--- config.mk ---
export PLATFORM = sky130hd
export DESIGN_NAME = tt_um_digit_ota_display
export DESIGN_NICKNAME = d
export VERILOG_FILES = /design/src/rtl/tt_um_digit_ota_display.sv
export SDC_FILE = /design/constraint.sdc
export NUM_CORES = 1
export LEC_CHECK = 0
export ABC_CLOCK_PERIOD_IN_PS = 2800
export CORE_MARGIN = 2
export CORE_UTILIZATION = 34
export DETAILED_ROUTE_END_ITERATION = 10
export PLACE_DENSITY = 0.64
export SLEW_MARGIN = 10
export SYNTH_ARGS = -nofsm -noshare
export SYNTH_HDL_FRONTEND = slang
export SYNTH_SLANG_ARGS = --single-unit
--- constraint.sdc ---
create_clock -name clk -period 2.8 [get_ports clk]
set_input_delay 0.56 -clock clk [delete_from_list [all_inputs] [get_ports clk]]
set_output_delay 0.56 -clock clk [all_outputs]
set_load 0.05 [all_outputs]
--- src/rtl/tt_um_digit_ota_display.sv ---
// tt_um_digit_ota_display
// Receives an 8-bit binary value with a strobe and converts it to three BCD
// digits with an iterative double-dabble engine. The digits are shown on a
// multiplexed 7-segment display with leading-zero blanking.
//
// Ports:
//   ui_in   [7:0] binary value, sampled on the load event
//   uio_in  [7:0] bit 0 = load strobe (asynchronous), bits 7:1 unused
//   uo_out  [7:0] bits 6:0 = segments a..g (active high), bit 7 = dp (0)
//   uio_out [7:0] bit 1 = busy, bits 4:2 = digit select {hund, tens, ones}
//   uio_oe  [7:0] constant 8'hFE
//   ena           unused
//   clk, rst_n    clock, asynchronous active-low reset
module tt_um_digit_ota_display #(
  parameter int unsigned MUX_DIV = 1024
) (
  input  logic [7:0] ui_in,
  output logic [7:0] uo_out,
  input  logic [7:0] uio_in,
  output logic [7:0] uio_out,
  output logic [7:0] uio_oe,
  input  logic       ena,
  input  logic       clk,
  input  logic       rst_n
);

  localparam int unsigned CNT_W = (MUX_DIV > 1) ? $clog2(MUX_DIV) : 1;
  localparam logic [CNT_W-1:0] CNT_MAX = CNT_W'(MUX_DIV - 1);

  localparam logic [1:0] DIG_ONES = 2'd0;
  localparam logic [1:0] DIG_TENS = 2'd1;
  localparam logic [1:0] DIG_HUND = 2'd2;

  typedef enum logic {
    IDLE = 1'b0,
    CONV = 1'b1
  } state_t;

  // Strobe synchronizer and edge detector
  logic strb_s1, strb_s2, strb_prev;
  logic load_evt;

  // Conversion engine
  state_t     state_q, state_d;
  logic [7:0]  bin_q, bin_d;
  logic [11:0] bcd_q, bcd_d;
  logic [11:0] bcd_adj;
  logic [2:0]  bit_cnt_q, bit_cnt_d;
  logic [11:0] disp_q, disp_d;
  logic        busy_q;

  // Scan and output registers
  logic [CNT_W-1:0] scan_cnt_q, scan_cnt_d;
  logic [1:0]       dig_idx_q, dig_idx_d;
  logic [3:0]       dig_nib;
  logic             dig_blank;
  logic [6:0]       seg_q, seg_d;
  logic [2:0]       sel_q, sel_d;

  logic unused_ok;
  assign unused_ok = &{1'b0, ena, uio_in[7:1]};

  function automatic logic [3:0] add3(input logic [3:0] n);
    return (n >= 4'd5) ? 4'(n + 4'd3) : n;
  endfunction

  function automatic logic [6:0] seg_enc(input logic [3:0] d);
    logic [6:0] s;
    case (d)
      4'd0:    s = 7'h3F;
      4'd1:    s = 7'h06;
      4'd2:    s = 7'h5B;
      4'd3:    s = 7'h4F;
      4'd4:    s = 7'h66;
      4'd5:    s = 7'h6D;
      4'd6:    s = 7'h7D;
      4'd7:    s = 7'h07;
      4'd8:    s = 7'h7F;
      4'd9:    s = 7'h6F;
      default: s = 7'h00;
    endcase
    return s;
  endfunction

  // Two-flop synchronizer plus previous-value flop for rising-edge detection
  always_ff @(posedge clk or negedge rst_n) begin
    if (!rst_n) begin
      strb_s1   <= 1'b0;
      strb_s2   <= 1'b0;
      strb_prev <= 1'b0;
    end else begin
      strb_s1   <= uio_in[0];
      strb_s2   <= strb_s1;
      strb_prev <= strb_s2;
    end
  end

  assign load_evt = strb_s2 & ~strb_prev;

  // Per-nibble add-3 correction applied before each shift
  assign bcd_adj = {add3(bcd_q[11:8]), add3(bcd_q[7:4]), add3(bcd_q[3:0])};

  // FSM state and datapath registers
  always_ff @(posedge clk or negedge rst_n) begin
    if (!rst_n) begin
      state_q   <= IDLE;
      bin_q     <= 8'h00;
      bcd_q     <= 12'h000;
      bit_cnt_q <= 3'd0;
      disp_q    <= 12'h000;
      busy_q    <= 1'b0;
    end else begin
      state_q   <= state_d;
      bin_q     <= bin_d;
      bcd_q     <= bcd_d;
      bit_cnt_q <= bit_cnt_d;
      disp_q    <= disp_d;
      busy_q    <= (state_d == CONV);
    end
  end

  // Next-state and datapath logic; load events during CONV are dropped
  always_comb begin
    state_d   = state_q;
    bin_d     = bin_q;
    bcd_d     = bcd_q;
    bit_cnt_d = bit_cnt_q;
    disp_d    = disp_q;
    case (state_q)
      IDLE: begin
        if (load_evt) begin
          bin_d     = ui_in;
          bcd_d     = 12'h000;
          bit_cnt_d = 3'd0;
          state_d   = CONV;
        end
      end
      CONV: begin
        bcd_d     = {bcd_adj[10:0], bin_q[7]};
        bin_d     = {bin_q[6:0], 1'b0};
        bit_cnt_d = 3'(bit_cnt_q + 3'd1);
        if (bit_cnt_q == 3'd7) begin
          disp_d  = {bcd_adj[10:0], bin_q[7]};
          state_d = IDLE;
        end
      end
      default: state_d = IDLE;
    endcase
  end

  // Free-running scan counter and digit index
  always_ff @(posedge clk or negedge rst_n) begin
    if (!rst_n) begin
      scan_cnt_q <= '0;
      dig_idx_q  <= DIG_ONES;
    end else begin
      scan_cnt_q <= scan_cnt_d;
      dig_idx_q  <= dig_idx_d;
    end
  end

  always_comb begin
    scan_cnt_d = CNT_W'(scan_cnt_q + CNT_W'(1));
    dig_idx_d  = dig_idx_q;
    if (scan_cnt_q == CNT_MAX) begin
      scan_cnt_d = '0;
      case (dig_idx_q)
        DIG_ONES: dig_idx_d = DIG_TENS;
        DIG_TENS: dig_idx_d = DIG_HUND;
        default:  dig_idx_d = DIG_ONES;
      endcase
    end
  end

  // Digit select, leading-zero blanking and segment encoding
  always_comb begin
    dig_nib   = disp_q[3:0];
    dig_blank = 1'b0;
    sel_d     = 3'b001;
    case (dig_idx_q)
      DIG_TENS: begin
        dig_nib   = disp_q[7:4];
        dig_blank = (disp_q[11:8] == 4'd0) && (disp_q[7:4] == 4'd0);
        sel_d     = 3'b010;
      end
      DIG_HUND: begin
        dig_nib   = disp_q[11:8];
        dig_blank = (disp_q[11:8] == 4'd0);
        sel_d     = 3'b100;
      end
      default: begin
        dig_nib   = disp_q[3:0];
        dig_blank = 1'b0;
        sel_d     = 3'b001;
      end
    endcase
    seg_d = dig_blank ? 7'h00 : seg_enc(dig_nib);
  end

  always_ff @(posedge clk or negedge rst_n) begin
    if (!rst_n) begin
      seg_q <= 7'h00;
      sel_q <= 3'b000;
    end else begin
      seg_q <= seg_d;
      sel_q <= sel_d;
    end
  end

  assign uo_out  = {1'b0, seg_q};
  assign uio_out = {3'b000, sel_q, busy_q, 1'b0};
  assign uio_oe  = 8'hFE;

endmodule

==> results.py, run 1 <==
metrics = {
    "clock_tree": {
        "numCtsBuffers": 9,
        "clk_pin_slew_worst_paths_ns": 0.08,
        "ctsResizeCount": 0,
        "cts_num_sinks": 61,
        "ctsHoldBuffers": 0,
        "cts_root_buf": "clkbuf_8",
        "cts_tree": "yes",
        "ctsHtreeMaxLevel": 3,
        "clockBufferDepth": 2,
        "worstSkewPairLatency_ns": 0.35,
        "post-cts-setup-buffers": 0,
    },
    "die": {
        "io_pins": 43,
        "start_util_pct": 35.3,
        "die_area_mm2": 0.00989,
        "die_width_um": 99.4,
        "coreArea_mm2": 0.00876,
        "die_h_um": 99.4,
        "fp-row-count": 34,
    },
    "critical_path": {
        "critPathLaunchType": "register",
        "critPathKind": "reg -> reg",
        "endpoint_kind": "register",
        "worstPathArrival_ns": 2.74,
        "worstPathMaxFanout": 8,
        "cp.required_ns": 3.06,
    },
    "synthesis": {
        "yosysWarnings": 0,
        "netlist_instances": 287,
        "syn_area_per_cell_um2": 10.8,
        "yosysSeqAreaShare_pct": 49.3,
        "synth.distinct_cells": 41,
        "synthFlopType": "dfrtp_1",
        "synthArstFlopShare_pct": 100,
        "syn-cell-area_mm2": 0.00310,
        "ys_ff_latch": 61,
        "synth_enable_flop_cells": 0,
    },
    "routing": {
        "vias_per_cell": 4.71,
        "dr.pass1.iters": 4,
        "ant_nets": 0,
        "drt_iter0_markers": 50,
        "wl_per_cell_um": 12.1,
        "drc": 0,
        "vias": 1991,
        "wl_um": 5110,
    },
    "cells_and_area": {
        "layout_commonest_cell": "dfrtp_1",
        "drive_gt1_share_pct": 13.3,
        "nets": 348,
        "nFillCells": 863,
        "antenna_cells": 0,
        "syn_to_final_growth_pct": 15.7,
        "final_util_pct": 40.9,
        "final_cell_mix": "dfrtp_1, nand2_1, mux2i_1, o21ai_0",
    },
    "placement": {
        "place_congestion": 0.743,
        "port_buffers": 21,
        "dp_hpwl_um": 3660,
    },
    "power_and_ir_drop": {
        "powerDensity_mw_per_mm2": 1010,
        "p_leak_uw": 0.00163,
        "ir_drop_mv": 0.472,
    },
    "min_path": {
        "hold_path_class": "in -> async",
    },
    "sta": {
        "max_freq_mhz": 403,
        "skew_ns": 0.00975,
        "grt_setup_unrepaired": "false",
        "hold_viol_final": 0,
        "period_needed_ns": 2.48,
        "final-setup-viol-count": 0,
        "max_slew_margin_pct": 38.9,
        "setup_tns_ns": 0,
        "post-route-period-util_pct": 88.7,
        "maxSlewViolCount": 0,
        "tightest_slew_ns": 0.916,
    },
    "global_routing": {
        "grtUsageTotal_pct": 11.4,
        "antenna_found_initial": 0,
        "grt_max_degree": 44,
        "first_global_vias": 1966,
        "grt_overflow_total": 0,
        "grt_pass1_wl_um": 8920,
    },
    "run_status": {
        "outcome": "finished clean",
    },
    "job": {
        "cap_viol_max_count": 0,
    },
}
-- worst max-delay path, cell delays in order (launching register included) --
cell and delay [ns]:
dfrtp_1 0.41, inv_1 0.10, ha_1 0.56, mux2i_1 0.48, inv_1 0.12, ha_1 0.23, mux2_4 0.26, a211oi_2 0.23
-- power breakdown --
part           total [uW]  internal (uW)  switching, uW
Combinational        1400            597            808
Clock                 874            505            369
Sequential           1340           1160            183
-- metrics by stage --
stage	total power, uW	area (um2)	instances	worst slack (ns)	hold WS [ns]
finish	3620	3580	423	0.316	0.341
detailed placement	2780	3360	407	0.320	0.346
global placement	2730	3360	407	0.387	0.333
floorplan	2440	3140	298	0.690	0.264
CTS	3670	3580	423	0.297	0.362
global route	3890	3580	423	0.0732	0.366
-- synthesized netlist by cell type, types with 3 or more instances --
master    instances  area [um2]
nor2_1            7        26.3
buf_4            15         113
nor3b_1           5        37.5
mux2_2            7        78.8
buf_2             3        15.0
a21oi_1          10        50.1
xnor2_1           9        78.8
mux2i_1          22         220
ha_1             19         238
inv_1            12        45.0
nand2b_1          5        31.3
clkbuf_1          6        22.5
nand3_1           3        15.0
o21ai_0          22         110
dfrtp_1          61        1530
nand2_1          44         165
-- flip-flops by register name (all words and copies together) (netlist names), 2 cells and up --
signal / cells
bcd_q: 12
disp_q: 12
scan_cnt_q: 10
bin_q: 8
seg_q: 7
bit_cnt_q: 3
sel_q: 3
dig_idx_q: 2
-- cell type report --
type,instances,area (um2),area share (%)
clock buffer,9,124,3.46
clock inverter,7,98.8,2.76
inverter,12,45.0,1.26
multi-input combinational,200,1410,39.4
sequential,61,1530,42.6
tap,108,135,3.77
timing repair buffer,26,240,6.71
-- final timing paths --
check | start | endpoint | slack, ns | depth (start not counted)
setup reg to reg | dig_idx_q[0] | seg_q[3] | 0.32 | 7
max in group asynchronous | rst_n | strb_prev | 1.75 | 2
hold / removal | rst_n | scan_cnt_q[4] | 0.34 | 1
min in group clk | strb_s1 | strb_s2 | 0.36 | 0
hold reg to reg | strb_s1 | strb_s2 | 0.36 | 0
setup / recovery | dig_idx_q[0] | seg_q[3] | 0.32 | 7
-- metal layers --
layer | vias up | GRT usage (%) | routed length (um)
met5 | - | 0 | 0
met4 | 0 | 4.43 | 88
met3 | 11 | 4.01 | 200
met2 | 35 | 18.8 | 2480
met1 | 951 | 13.6 | 2340
li1 | 994 | - | -
-- kinds of logic (layout without fill, tap and decap cells) --
family          count (synthesis)  after routing  share of synthesized area [%]
compound gates                 50             50                           10.5
xor+xnor                       11             11                           3.11
fa+ha+maj                      19             19                           7.68
buf+inv                        37             54                           6.42
flops                          61             61                           49.3
mux                            32             32                           11.6
other cells                     2             13                          0.243
simple gates                   75             75                           11.1
(Power assumes the default switching activity.)
==> run 2, diff against run 1 <==
--- a/config.mk
+++ b/config.mk
@@ -14,3 +14,4 @@
 export SYNTH_ARGS = -nofsm -noshare
 export SYNTH_HDL_FRONTEND = slang
 export SYNTH_SLANG_ARGS = --single-unit
+export TNS_END_PERCENT = 50
==> results of run 2 <==
The final DEF is identical to that of run 1; final timing and power are the same.
